`src/rtl/tc_pkg.sv`:
```
// tc_pkg: framing constants and receiver state type shared by both ends of the TC link.
package tc_pkg;

  localparam int unsigned TC_WORD_W    = 32;
  localparam int unsigned TC_NUM_WORDS = 10;
  localparam int unsigned TC_TIMEOUT   = 1024;

  typedef enum logic {
    IDLE,
    RECV
  } tc_state_e;

endpackage

```
`src/rtl/tc_sync_edge.sv`:
```
// tc_sync_edge: brings tcclk_in and sin into the sysclk domain through equal-depth
// synchronizer chains and flags each rising edge of the synchronized tcclk.
module tc_sync_edge #(
  parameter int unsigned SYNC_STAGES = 2
) (
  input  logic clk,
  input  logic rst_n,
  input  logic tcclk_in,
  input  logic sin,
  output logic clk_rise,
  output logic sin_s
);

  logic [SYNC_STAGES-1:0] clk_sync;
  logic [SYNC_STAGES-1:0] sin_sync;
  logic                   clk_prev;

  // Shift both inputs through their synchronizer chains; keep the last clock level.
  always_ff @(posedge clk or negedge rst_n) begin
    if (!rst_n) begin
      clk_sync <= '0;
      sin_sync <= '0;
      clk_prev <= 1'b0;
    end else begin
      clk_sync <= {clk_sync[SYNC_STAGES-2:0], tcclk_in};
      sin_sync <= {sin_sync[SYNC_STAGES-2:0], sin};
      clk_prev <= clk_sync[SYNC_STAGES-1];
    end
  end

  // Rising edge of the synchronized clock; data taken from the same-depth chain.
  always_comb begin
    clk_rise = clk_sync[SYNC_STAGES-1] & ~clk_prev;
    sin_s    = sin_sync[SYNC_STAGES-1];
  end

endmodule

```
`src/rtl/tc_rx.sv`:
```
// tc_rx: telecommand serial receiver. Oversamples tcclk_in/sin on sysclk, rebuilds
// MSB-first words, strobes each word with its index, and flags frame completion
// and inter-edge timeouts.
// Build option TC_RX_PARITY_EN: every word is followed by an odd-parity bit and a
// parity_err strobe accompanies word_valid.
module tc_rx
  import tc_pkg::*;
#(
  parameter int unsigned NUM_WORDS   = TC_NUM_WORDS,
  parameter int unsigned WORD_W      = TC_WORD_W,
  parameter int unsigned TIMEOUT     = TC_TIMEOUT,
  parameter int unsigned SYNC_STAGES = 2
) (
  input  logic                         sysclk,
  input  logic                         reset,
  input  logic                         tcclk_in,
  input  logic                         sin,
  output logic [WORD_W-1:0]            word_data,
  output logic [$clog2(NUM_WORDS)-1:0] word_idx,
  output logic                         word_valid,
  output logic                         frame_done,
  output logic                         frame_err,
  output logic                         busy
`ifdef TC_RX_PARITY_EN
  ,
  output logic                         parity_err
`endif
);

`ifdef TC_RX_PARITY_EN
  localparam int unsigned BPW = WORD_W + 1;
`else
  localparam int unsigned BPW = WORD_W;
`endif
  localparam int unsigned BC_W  = $clog2(BPW + 1);
  localparam int unsigned WC_W  = $clog2(NUM_WORDS + 1);
  localparam int unsigned IDX_W = $clog2(NUM_WORDS);
  localparam int unsigned TO_W  = $clog2(TIMEOUT + 1);

  localparam logic [BC_W-1:0] LAST_BIT  = BC_W'(BPW - 1);
  localparam logic [WC_W-1:0] LAST_WORD = WC_W'(NUM_WORDS - 1);
  localparam logic [TO_W-1:0] TO_LAST   = TO_W'(TIMEOUT - 1);
  localparam logic [TO_W-1:0] TO_MAX    = TO_W'(TIMEOUT);

  logic              clk_rise;
  logic              sin_s;
  tc_state_e         state, state_n;
  logic [BPW-2:0]    sreg, sreg_n;
  logic [BPW-1:0]    full;
  logic [BC_W-1:0]   bit_cnt, bit_cnt_n;
  logic [WC_W-1:0]   word_cnt, word_cnt_n;
  logic [TO_W-1:0]   to_cnt;
  logic [WORD_W-1:0] data_n;
  logic [IDX_W-1:0]  idx_n;
  logic              valid_n, done_n, err_n;
`ifdef TC_RX_PARITY_EN
  logic              perr_n;
`endif

  tc_sync_edge #(
    .SYNC_STAGES(SYNC_STAGES)
  ) u_sync (
    .clk      (sysclk),
    .rst_n    (reset),
    .tcclk_in (tcclk_in),
    .sin      (sin),
    .clk_rise (clk_rise),
    .sin_s    (sin_s)
  );

  assign busy = (state == RECV);

  // State register.
  always_ff @(posedge sysclk or negedge reset) begin
    if (!reset) state <= IDLE;
    else        state <= state_n;
  end

  // Cycles since the last detected edge, saturating; cleared by every edge.
  always_ff @(posedge sysclk or negedge reset) begin
    if (!reset)                to_cnt <= '0;
    else if (clk_rise)         to_cnt <= '0;
    else if (to_cnt != TO_MAX) to_cnt <= to_cnt + TO_W'(1);
  end

  // Next state, shift/counter updates and strobe generation.
  // The word is delivered on the detect cycle of its last bit so the strobe is
  // registered one cycle later; the FSM stays in RECV through the frame_done
  // cycle so busy drops the cycle after it.
  always_comb begin
    state_n    = state;
    sreg_n     = sreg;
    bit_cnt_n  = bit_cnt;
    word_cnt_n = word_cnt;
    data_n     = word_data;
    idx_n      = word_idx;
    valid_n    = 1'b0;
    done_n     = 1'b0;
    err_n      = 1'b0;
`ifdef TC_RX_PARITY_EN
    perr_n     = 1'b0;
`endif
    full       = {sreg, sin_s};
    unique case (state)
      IDLE: begin
        if (clk_rise) begin
          state_n    = RECV;
          sreg_n     = '0;
          sreg_n[0]  = sin_s;
          bit_cnt_n  = BC_W'(1);
          word_cnt_n = '0;
        end
      end
      RECV: begin
        if (frame_done) begin
          state_n    = IDLE;
          word_cnt_n = '0;
        end else if (clk_rise) begin
          sreg_n = full[BPW-2:0];
          if (bit_cnt == LAST_BIT) begin
`ifdef TC_RX_PARITY_EN
            data_n = full[BPW-1:1];
            perr_n = ~(^full);
`else
            data_n = full;
`endif
            idx_n      = IDX_W'(word_cnt);
            valid_n    = 1'b1;
            done_n     = (word_cnt == LAST_WORD);
            bit_cnt_n  = '0;
            word_cnt_n = word_cnt + WC_W'(1);
          end else begin
            bit_cnt_n = bit_cnt + BC_W'(1);
          end
        end else if (to_cnt == TO_LAST) begin
          err_n      = 1'b1;
          state_n    = IDLE;
          sreg_n     = '0;
          bit_cnt_n  = '0;
          word_cnt_n = '0;
        end
      end
      default: state_n = IDLE;
    endcase
  end

  // Datapath and output registers.
  always_ff @(posedge sysclk or negedge reset) begin
    if (!reset) begin
      sreg       <= '0;
      bit_cnt    <= '0;
      word_cnt   <= '0;
      word_data  <= '0;
      word_idx   <= '0;
      word_valid <= 1'b0;
      frame_done <= 1'b0;
      frame_err  <= 1'b0;
`ifdef TC_RX_PARITY_EN
      parity_err <= 1'b0;
`endif
    end else begin
      sreg       <= sreg_n;
      bit_cnt    <= bit_cnt_n;
      word_cnt   <= word_cnt_n;
      word_data  <= data_n;
      word_idx   <= idx_n;
      word_valid <= valid_n;
      frame_done <= done_n;
      frame_err  <= err_n;
`ifdef TC_RX_PARITY_EN
      parity_err <= perr_n;
`endif
    end
  end

endmodule

```
`config.mk`:
```
export PLATFORM = sky130hd
export DESIGN_NAME = tc_rx
export DESIGN_NICKNAME = d
export VERILOG_FILES = /design/src/rtl/tc_pkg.sv /design/src/rtl/tc_sync_edge.sv /design/src/rtl/tc_rx.sv
export SDC_FILE = /design/constraint.sdc
export NUM_CORES = 1
export LEC_CHECK = 0
export CORE_MARGIN = 2
export CORE_UTILIZATION = 56
export DETAILED_ROUTE_END_ITERATION = 7
export GPL_TIMING_DRIVEN = 0
export PLACE_DENSITY = 0.83
export SLEW_MARGIN = 25
export SYNTH_ARGS = -nofsm -noshare
export SYNTH_HDL_FRONTEND = slang
export SYNTH_SLANG_ARGS = --single-unit
```
`constraint.sdc`:
```
create_clock -name sysclk -period 2.4 [get_ports sysclk]
set_input_delay 0.24 -clock sysclk [delete_from_list [all_inputs] [get_ports sysclk]]
set_output_delay 0.24 -clock sysclk [all_outputs]
set_load 0.01 [all_outputs]
```
==> results of run 1 <==
## sequential cells by signal (all words and copies together) (netlist names)
name and flops:
word_cnt 4, word_data 32, frame_err 1, to_cnt 11, u_sync.clk_prev 1, busy 1, sreg 31, bit_cnt 6
u_sync.clk_sync 2, word_valid 1, u_sync.sin_sync 2, word_idx 4, frame_done 1
## cells in the mapped netlist, drive strengths merged (2+ instances only)
cell / count / area [sq um]
a21oi: 10 / 50.1
a31oi: 3 / 18.8
buf: 11 / 78.8
clkbuf: 7 / 28.8
dfrtp: 97 / 2430
ha: 5 / 62.6
inv: 22 / 82.6
mux2: 52 / 631
nand2: 15 / 56.3
nand3: 10 / 55.1
nand3b: 2 / 15.0
nand4: 18 / 113
nor2: 30 / 113
nor2b: 2 / 12.5
nor3: 4 / 25.0
nor4: 4 / 25.0
o211ai: 3 / 22.5
o21ai: 20 / 115
o221ai: 2 / 17.5
or3: 2 / 12.5
or4: 2 / 16.3
xnor2: 3 / 26.3
xor2: 4 / 35.0
## metrics by stage
step | cells | util, %
finish | 506 | 69.3
global route | 506 | 69.3
CTS | 506 | 69.2
detailed placement | 489 | 65.9
global placement | 488 | 65.5
floorplan | 346 | -
## placed cells by master (no fill, tap or decap), drive strengths merged, types with 2 or more instances in the layout
master         instances
dfrtp                 97
mux2                  52
clkdlybuf4s50         42
nor2                  30
inv                   23
o21ai                 20
nand4                 18
clkbuf                17
nand2                 15
buf                   13
a21oi                 10
nand3                 10
ha                     5
nor4                   4
xor2                   4
nor3                   4
o211ai                 3
a31oi                  3
xnor2                  3
nor2b                  2
or3                    2
o221ai                 2
nand3b                 2
clkinvlp               2
bufinv                 2
or4                    2
## logic make-up (layout without fill, tap and decap cells)
| kind of cell | after synthesis | in the layout | synth area share, % |
|---|---|---|---|
| AOI/OAI and AO/OA | 46 | 46 | 7.01 |
| buffers and inverters | 40 | 101 | 4.53 |
| muxes | 53 | 53 | 15.3 |
| adders and majority gates | 5 | 5 | 1.49 |
| DFF | 97 | 97 | 57.8 |
| xor gates and xnor gates | 7 | 7 | 1.46 |
| and+or+nand+nor | 98 | 98 | 12.4 |
## layout make-up
type / count / area [sq um] / share of cell area (%)
flip-flops and latches: 97 / 2430 / 48.3
clock inverters: 6 / 88.8 / 1.77
well taps: 99 / 124 / 2.47
inverters: 22 / 82.6 / 1.64
clock buffers: 10 / 138 / 2.74
plain buffers: 18 / 108 / 2.14
multi-input cells: 209 / 1590 / 31.6
repair buffers: 45 / 469 / 9.34
## worst paths after layout
check	from	to	slack (ns)	cells after the start
min reg2reg	u_sync.clk_sync[0]	u_sync.clk_sync[1]	0.36	0
min in group asynchronous	reset	word_data[7]	0.35	2
max in group asynchronous	reset	to_cnt[2]	1.46	3
max	bit_cnt[0]	word_data[15]	0.17	8
max reg2reg	bit_cnt[0]	word_data[15]	0.17	8
min	tcclk_in	u_sync.clk_sync[0]	0.31	1
## timing repair
item / 4_1_cts / 5_1_grt
endpoints found under the hold margin: 43 / 0
setup buffers: 0 / 0
resized for setup: 0 / 2
setup endpoints to repair: 0 / 27
hold buffers: 1 / 0
## report_power, final
group | internal [mW] | total [mW] | switching [mW]
Combinational | 0.103 | 0.247 | 0.144
Clock | 0.617 | 1.18 | 0.568
Sequential | 1.69 | 1.76 | 0.0641
Total | 2.41 | 3.19 | 0.776
## per-layer routing
layer	global-route usage [%]	vias up
met2	35.0	64
met5	0	-
met1	29.1	1439
li1	-	1335
met3	3.84	11
met4	7.31	0
## critical path, cell delays in order (launching register included)
cell,delay [ns]
sky130_fd_sc_hd__dfrtp_1,0.43
sky130_fd_sc_hd__ha_1,0.27
sky130_fd_sc_hd__nand4_1,0.19
sky130_fd_sc_hd__nor2_4,0.21
sky130_fd_sc_hd__nand2_1,0.14
sky130_fd_sc_hd__inv_2,0.10
sky130_fd_sc_hd__buf_4,0.20
sky130_fd_sc_hd__buf_4,0.22
sky130_fd_sc_hd__mux2_2,0.36
==> results.txt, run 1 <==
----------------------------------------------------
[Run status]
  Run status ... finished clean

[STA]
  Min Clock Period, post-route ... 2.23 ns
  Setup slack of the critical path after layout ... 0.167 ns
  Ratio of final minimum period to clock period ... 93.0%
  Setup repair after global routing missed its margin ... false
  Total count of hold-check failures in the final report ... 0
  Headroom to the max-slew limit ... 66.9%
  Max-slew violation count ... 0
  Final setup violation count ... 0
  Clock skew after layout ... 0.0102 ns
  Setup TNS ... 0 ns
  Max Clk Rate ... 448 MHz
  Pin slew with the least headroom to its limit ... 0.497 ns
  Worst-case hold slack ... 0.306 ns

[Logic synthesis]
  Synthesized instance count ... 346
  Number of synthesized register bits ... 97
  Primary FF master, synth ... sky130_fd_sc_hd__dfrtp_1
  Post-synth ARST share ... 100%
  Syn Nets ... 355
  Share of synthesized area occupied by flip-flops and latches ... 57.8%
  Number of synthesized flops with an enable pin ... 0
  Number of distinct library cell variants in the gate-level netlist after synthesis ... 53
  Post-Synthesis Mean Instance Area ... 12.1 sq um
  YS warnings ... 0
  Cell area after technology mapping ... 0.00420 sq mm

[Route]
  Met1 WL ... 3.65 mm
  Total met2 wirelength after detailed routing ... 3.97 mm
  Remaining number of nets flagged by the antenna check after routing ... 0
  Wire length per cell ... 15.9 microns
  Drt initial violations ... 141
  Detail-routed via count per cell ... 5.63
  Via count of the routed design ... 2,849
  Length of the first detailed-routing pass in iterations ... 4
  Highest layer used for signal routing ... met4
  Remaining routing DRC violations ... 0
  Routed wire length ... 8.05 mm
  Wire length on met3 ... 317 microns

[Clock tree]
  CTS max path bufs ... 2
  Library cell used as clock root buffer ... sky130_fd_sc_hd__clkbuf_8
  Worst-path clk slew ... 0.09 ns
  TritonCTS clock tree ... done
  H-tree Lvls ... 3
  CTS sink count ... 97
  TritonCTS Buffers ... 9
  Clock latency of the later-clocked register in the worst-skew pair ... 0.37 ns

[Final layout]
  Filler cell count in the final layout ... 550
  Ratio of cells with drive above 1 in the final layout ... 22.6%
  Final nets ... 411
  Final non-filler cell area ... 0.00502 sq mm
  Antenna diode count ... 0
  Relative area change from synthesis to final layout ... 19.7%

[Worst setup path]
  Crit Path Class ... flip-flop to flip-flop
  Nature of the critical path endpoint ... flip-flop
  Worst-path maximum fanout ... 10
  Data arrival time of the critical path ... 2.49 ns
  Required time worst endpoint ... 2.66 ns
  Critical path launch point type ... flip-flop

[Die]
  Chip width ... 90.6 microns
  Boundary Pins ... 44
  Area of the die ... 0.00820 sq mm
  Number of placement rows ... 31
  Die span in y ... 90.6 microns
  Initial core utilization ... 57.9%
  Core area ... 0.00725 sq mm

[Global routing]
  Total global-route track usage ... 21.4%
  Antenna violations before repair ... 0
  Total congestion overflow after global routing ... 0
  Largest net degree at the start of global routing ... 55
  Global-route wire length before repair ... 14.0 mm
  Vias in the first global route ... 2,846

[Power]
  Reported leakage power ... 2.29 nW
  Post-route total power ... 3.19 mW
  Power density over cell area ... 634 mW/mm^2
  Worst IR Drop VDD ... 0.404 mV

[Placed design]
  Dpl cell area ... 0.00478 sq mm
  Count of port buffers added during placement ... 43
  Routability congestion estimate ... 0.834
  Place WS ... 0.0910 ns
  Half-perimeter wire length after placement ... 5.53 mm

[Worst hold path]
  Min-delay worst type ... primary input to flip-flop

[Flow run]
  Max Cap Violations ... 0

----------------------------------------------------
No activity file was read; power rests on OpenSTA's default activity.
==> inputs of run 2 (changes only) <==
CTS_CLUSTER_SIZE = 20   (was default)
SYNTH_HIERARCHICAL = 1   (was default)
==> results.txt, run 2 <==
----------------------------------------------------
[Run status]
  Run status ... finished clean

[Worst hold path]
  Min-delay worst type ... primary input to flip-flop
  Worst Min Path Start ... tcclk_in
  Worst hold stages ... 1
  Hold EP ... u_sync/clk_sync[0]

[STA]
  Setup TNS ... 0 ns
  Max Clk Rate ... 483 MHz
  Setup slack of the critical path after layout ... 0.330 ns
  Pin slew with the least headroom to its limit ... 0.560 ns
  Clock skew after layout ... 0.0127 ns
  Max-slew violation count ... 0
  Worst-case hold slack ... 0.314 ns
  Setup repair after global routing missed its margin ... false
  Total count of hold-check failures in the final report ... 0
  Headroom to the max-slew limit ... 62.3%
  Final setup violation count ... 0
  Ratio of final minimum period to clock period ... 86.3%
  Min Clock Period, post-route ... 2.07 ns

[Final layout]
  Leading cell types in the layout, fill and taps excluded ... sky130_fd_sc_hd__dfrtp_1, sky130_fd_sc_hd__o21ai_0, sky130_fd_sc_hd__clkdlybuf4s50_1
  Final nets ... 435
  Multi-input logic area ... 0.00164 sq mm
  Most common library cell in the layout ignoring fill and taps ... sky130_fd_sc_hd__dfrtp_1
  Register name with the most flops ... word_data
  Antenna diode count ... 0
  Sequential Area ... 0.00243 sq mm
  Number of standard cells in the layout, taps in and fillers out ... 530
  Ratio of cells with drive above 1 in the final layout ... 17.4%
  Flip-flop count of the largest register, all copies and words added ... 32
  Filler cell count in the final layout ... 562
  Registers with the highest flip-flop counts ... word_data: 32 flops, sreg: 31 flops, to_cnt: 11 flops
  Final non-filler cell area ... 0.00506 sq mm
  Fraction of the core area covered by cells at the end of the flow ... 69.4%
  Relative area change from synthesis to final layout ... 18.8%

[Worst setup path]
  Slowest cell delay on critical path ... 0.41 ns
  Cells along the critical path ... ha_1 > and3_1 > buf_2 > nand2_4 > nor2_4 > buf_6 > mux2_2
  Cell with the largest stage delay on the worst path ... sky130_fd_sc_hd__dfrtp_1
  Worst-path maximum fanout ... 10
  Data arrival time of the critical path ... 2.31 ns
  Crit Path Class ... flip-flop to flip-flop
  R2r endpoint ... word_data[10]
  Required time worst endpoint ... 2.64 ns
  Worst path top cell family by delay ... simple AND/OR/NAND/NOR gates
  Worst reg2reg setup slack ... 0.33 ns
  Count of cells along the worst register-to-register path ... 7
  Nature of the critical path endpoint ... flip-flop
  Critical path launch point type ... flip-flop
  Number of buffer and inverter stages on the critical path ... 2
  Reg2reg start ... bit_cnt[0]

[Power]
  Clk network pwr share ... 36.8%
  Cell internal pwr ... 2.25 mW
  Sw Pwr ... 774 uW
  Power density over cell area ... 598 mW/mm^2
  Post-route total power ... 3.02 mW
  Combinational power share ... 6.2%
  Switching Share ... 25.6%
  Sequential cell fraction of total power ... 57.0%
  Reported leakage power ... 2.23 nW
  Worst IR Drop VDD ... 0.358 mV

[Placed design]
  Count of port buffers added during placement ... 43
  Place WS ... 0.365 ns
  Routability congestion estimate ... 0.811
  Dpl cell area ... 0.00484 sq mm
  Half-perimeter wire length after placement ... 5.74 mm
  Placed instance count ... 513

[Logic synthesis]
  Commonest cells in the netlist ... sky130_fd_sc_hd__dfrtp_1, sky130_fd_sc_hd__o21ai_0, sky130_fd_sc_hd__nand3_1
  Number of distinct library cell variants in the gate-level netlist after synthesis ... 45
  Largest cells by area after synthesis ... sky130_fd_sc_hd__dfrtp_1, sky130_fd_sc_hd__mux2_2, sky130_fd_sc_hd__o21ai_0
  Multiplexer share of the synthesized area ... 9.99%
  Number of synthesized register bits ... 97
  Post-synth ARST share ... 100%
  Syn Nets ... 379
  Primary FF master, synth ... sky130_fd_sc_hd__dfrtp_1
  Complex-gate fraction of the synthesized area ... 12.7%
  Post-synth top area cell ... sky130_fd_sc_hd__dfrtp_1
  YS warnings ... 6
  Adder and majority gate portion of the synthesized area ... 1.47%
  Main combinational cell family by area after synthesis ... simple AND/OR/NAND/NOR gates
  Xor-xnor portion of the synthesized cell area ... 1.23%
  Simple-Gate Fraction of Synth Area ... 13.2%
  Number of synthesized flops with an enable pin ... 0
  Cell area after technology mapping ... 0.00426 sq mm
  Most repeated cell in the gate-level netlist after synthesis ... sky130_fd_sc_hd__dfrtp_1
  Post-Synthesis Mean Instance Area ... 11.5 sq um
  Area share of the largest cell type after synthesis ... 57.0%
  Share of synthesized area occupied by flip-flops and latches ... 57.0%
  Synthesized instance count ... 370

[Clock tree]
  TritonCTS Buffers ... 9
  # Post-CTS Setup Buffers ... 0
  Worst-path clk slew ... 0.10 ns
  CTS sink count ... 97
  Count of instances resized after the clock tree is built ... 0
  H-tree Lvls ... 3
  # hold bufs at CTS ... 1
  TritonCTS clock tree ... done
  Clock latency of the later-clocked register in the worst-skew pair ... 0.36 ns
  Library cell used as clock root buffer ... sky130_fd_sc_hd__clkbuf_8
  CTS max path bufs ... 2

[Global routing]
  Total congestion overflow after global routing ... 0
  Antenna violations before repair ... 0
  Global-route wire length before repair ... 15.0 mm
  Total global-route track usage ... 22.2%
  Vias in the first global route ... 3,120
  Largest net degree at the start of global routing ... 64

[Route]
  Via count of the routed design ... 3,132
  Drt initial violations ... 197
  Remaining routing DRC violations ... 0
  Length of the first detailed-routing pass in iterations ... 4
  Remaining number of nets flagged by the antenna check after routing ... 0
  Detail-routed via count per cell ... 5.91
  Routed wire length ... 8.58 mm
  Wire length per cell ... 16.2 microns

[Die]
  Chip width ... 91.2 microns
  Number of placement rows ... 31
  Boundary Pins ... 44
  Die span in y ... 91.2 microns
  Area of the die ... 0.00831 sq mm
  Initial core utilization ... 58.4%
  Core area ... 0.00729 sq mm

[Flow run]
  Max Cap Violations ... 0

----------------------------------------------------
-- run 2: cell count changes in the layout (fill, tap and decap cells not counted), sizes merged, moves of 4 or more --
cell / delta
nand2: -4
nand4: -13
o21ai: +48
o31ai: +6
and3: +6
inv: -11
clkbuf: +7
nor2: -16
nand3: +31
mux2: -16
-- run 2: cell families after synthesis --
group,count (synthesis)
multiplexers,38
flip-flops,97
XOR/XNOR,6
adder cells (fa/ha/maj),5
AND/OR/NAND/NOR,100
buffers and inverters,32
AO/OA/AOI/OAI,92
-- run 2: worst max-delay path by stage --
stage                          start       endpoint  depth (start not counted)
after floorplan           bit_cnt[0]  word_data[10]                          7
after global placement         reset  word_data[19]                          1
after detailed placement  bit_cnt[0]  word_data[10]                          7
after CTS                 bit_cnt[0]  word_data[10]                          7
after global routing       to_cnt[0]       sreg[24]                          6
final                     bit_cnt[0]  word_data[10]                          7
-- run 2: power by group through the flow --
stage          sequential [mW]  clock (mW)  combinational [mW]
2_1_floorplan             1.74           0               0.114
3_3_place_gp              1.75           0               0.170
3_5_place_dp              1.76           0               0.187
4_1_cts                   1.72        1.12               0.191
5_1_grt                   1.73        1.19               0.215
6_report                  1.72        1.11               0.187
-- run 2: metal layers --
metal,track usage (%),routed length [microns],vias to the layer above
met3,5.23,416,11
met4,6.06,119,0
met5,0,0,-
li1,-,-,1446
met1,31.1,3890,1575
met2,35.1,4150,100
-- run 2: cell type report --
| cell class | instances | share of cell area [%] |
|---|---|---|
| Clock buffer | 9 | 2.45 |
| Timing Repair Buffer | 45 | 9.28 |
| Sequential cell | 97 | 48.0 |
| Inverter | 8 | 0.594 |
| Buffer | 24 | 3.07 |
| Tap cell | 99 | 2.45 |
| Multi-Input combinational cell | 241 | 32.5 |
| Clock inverter | 7 | 1.66 |
-- run 2: worst reg2reg max path, stage by stage (launching register included) --
cell and delay, ns:
sky130_fd_sc_hd__dfrtp_1 0.41, sky130_fd_sc_hd__ha_1 0.21, sky130_fd_sc_hd__and3_1 0.16, sky130_fd_sc_hd__buf_2 0.19, sky130_fd_sc_hd__nand2_4 0.09, sky130_fd_sc_hd__nor2_4 0.33
sky130_fd_sc_hd__buf_6 0.21, sky130_fd_sc_hd__mux2_2 0.35
==> inputs of run 3 (changes only) <==
CORE_MARGIN = default   (was 2)
==> results.txt, run 3 (synthesis results as in run 2) <==
----------------------------------------------------
[Clock tree]
  CTS sink count ... 97
  Library cell used as clock root buffer ... sky130_fd_sc_hd__clkbuf_8
  H-tree Lvls ... 3
  Count of instances resized after the clock tree is built ... 0
  TritonCTS clock tree ... done
  Clock latency of the later-clocked register in the worst-skew pair ... 0.37 ns
  # Post-CTS Setup Buffers ... 0
  Worst-path clk slew ... 0.10 ns
  CTS max path bufs ... 2
  TritonCTS Buffers ... 9

[Power]
  Worst IR Drop VDD ... 0.324 mV
  Cell internal pwr ... 2.27 mW
  Reported leakage power ... 2.22 nW
  Sequential cell fraction of total power ... 57.1%
  Sw Pwr ... 747 uW
  Switching Share ... 24.8%
  Combinational power share ... 6.2%
  Power density over cell area ... 596 mW/mm^2
  Clk network pwr share ... 36.8%

[Die]
  Die span in y ... 89.2 microns
  Core area ... 0.00729 sq mm
  Initial core utilization ... 58.4%
  Number of placement rows ... 31
  Chip width ... 89.2 microns
  Area of the die ... 0.00795 sq mm
  Boundary Pins ... 44

[Route]
  Detail-routed via count per cell ... 5.96
  Routed wire length ... 8.57 mm
  Via count of the routed design ... 3,157
  Length of the first detailed-routing pass in iterations ... 5
  Drt initial violations ... 175
  Wire length per cell ... 16.2 microns
  Remaining routing DRC violations ... 0
  Remaining number of nets flagged by the antenna check after routing ... 0

[STA]
  Setup TNS ... 0 ns
  Setup repair after global routing missed its margin ... false
  Max Clk Rate ... 470 MHz
  Clock skew after layout ... 0.0130 ns
  Headroom to the max-slew limit ... 61.2%
  Pin slew with the least headroom to its limit ... 0.577 ns
  Max-slew violation count ... 0
  Min Clock Period, post-route ... 2.13 ns
  Setup slack of the critical path after layout ... 0.272 ns
  Ratio of final minimum period to clock period ... 88.7%
  Worst-case hold slack ... 0.294 ns
  Total count of hold-check failures in the final report ... 0
  Final setup violation count ... 0

[Final layout]
  Filler cell count in the final layout ... 576
  Leading cell types in the layout, fill and taps excluded ... sky130_fd_sc_hd__dfrtp_1, sky130_fd_sc_hd__o21ai_0, sky130_fd_sc_hd__clkdlybuf4s50_1
  Flip-flop count of the largest register, all copies and words added ... 32
  Register name with the most flops ... word_data
  Ratio of cells with drive above 1 in the final layout ... 17.4%
  Final nets ... 435
  Registers with the highest flip-flop counts ... word_data: 32 flops, sreg: 31 flops, to_cnt: 11 flops
  Number of standard cells in the layout, taps in and fillers out ... 530
  Antenna diode count ... 0
  Most common library cell in the layout ignoring fill and taps ... sky130_fd_sc_hd__dfrtp_1
  Relative area change from synthesis to final layout ... 18.8%

[Worst setup path]
  Required time worst endpoint ... 2.66 ns
  Nature of the critical path endpoint ... flip-flop
  Crit Path Class ... flip-flop to flip-flop
  Worst-path maximum fanout ... 10
  Data arrival time of the critical path ... 2.39 ns
  Critical path launch point type ... flip-flop

[Worst hold path]
  Min-delay worst type ... primary input to async pin

[Flow run]
  Max Cap Violations ... 0

[Placed design]
  Routability congestion estimate ... 0.801
  Placed instance count ... 513
  Place WS ... 0.365 ns
  Count of port buffers added during placement ... 43
  Half-perimeter wire length after placement ... 5.70 mm

[Global routing]
  Global-route wire length before repair ... 14.5 mm
  Vias in the first global route ... 3,057
  Total global-route track usage ... 24.1%
  Antenna violations before repair ... 0
  Largest net degree at the start of global routing ... 74
  Total congestion overflow after global routing ... 0

[Run status]
  Run status ... finished clean

----------------------------------------------------
## run 3: cell type report
cell class | count | area, sq um | share of cell area [%]
tap | 99 | 124 | 2.45
clock inverter | 6 | 71.3 | 1.41
buffer | 24 | 155 | 3.07
clock buffer | 10 | 138 | 2.72
multi-input combinational | 241 | 1640 | 32.5
inverter | 8 | 30.0 | 0.594
sequential | 97 | 2430 | 48.0
timing repair buffer | 45 | 469 | 9.28
## run 3: per-stage QoR
stage	total power, mW	cell area [sq um]	utilization [%]
after CTS	3.04	5060	69.4
after global placement	1.92	4810	66.0
after detailed placement	1.94	4840	66.4
after global routing	3.13	5060	69.4
final	3.02	5060	69.4
after floorplan	1.85	4260	-
## run 3: worst max-delay path: stages, from the launching register on
cell,delay (ns)
sky130_fd_sc_hd__dfrtp_1,0.44
sky130_fd_sc_hd__ha_1,0.27
sky130_fd_sc_hd__and3_2,0.28
sky130_fd_sc_hd__a41oi_4,0.34
sky130_fd_sc_hd__clkbuf_1,0.36
sky130_fd_sc_hd__o21ai_0,0.18
sky130_fd_sc_hd__o21ai_0,0.16
## run 3: worst paths after layout
check / from / depth (start not counted) / slack, ns / endpoint
worst min register to register: u_sync/clk_sync[0] / 0 / 0.35 / u_sync/clk_sync[1]
min in group sysclk: tcclk_in / 1 / 0.32 / u_sync/clk_sync[0]
worst max register to register: to_cnt[0] / 6 / 0.27 / sreg[19]
worst max-delay path: to_cnt[0] / 6 / 0.27 / sreg[19]
worst min-delay path: reset / 2 / 0.29 / to_cnt[4]
max in group asynchronous: reset / 3 / 1.49 / bit_cnt[3]
## run 3: per-layer routing
metal	up-vias	track usage (%)	routed length, microns
met5	-	0	0
met4	0	10.1	191
met3	18	4.80	405
met2	98	37.3	4070
met1	1587	33.6	3900
li1	1454	-	-
## run 3: repair_timing
action | in CTS | in global routing
hold buffers | 1 | 0
setup endpoints to repair | 0 | 0
endpoints found under the hold margin | 24 | 0
## run 3: power by group through the flow
stage	sequential, mW	clock [mW]	combinational [mW]
after floorplan	1.74	0	0.114
after global placement	1.75	0	0.170
after detailed placement	1.75	0	0.186
after CTS	1.72	1.13	0.189
after global routing	1.73	1.19	0.214
final	1.72	1.11	0.186
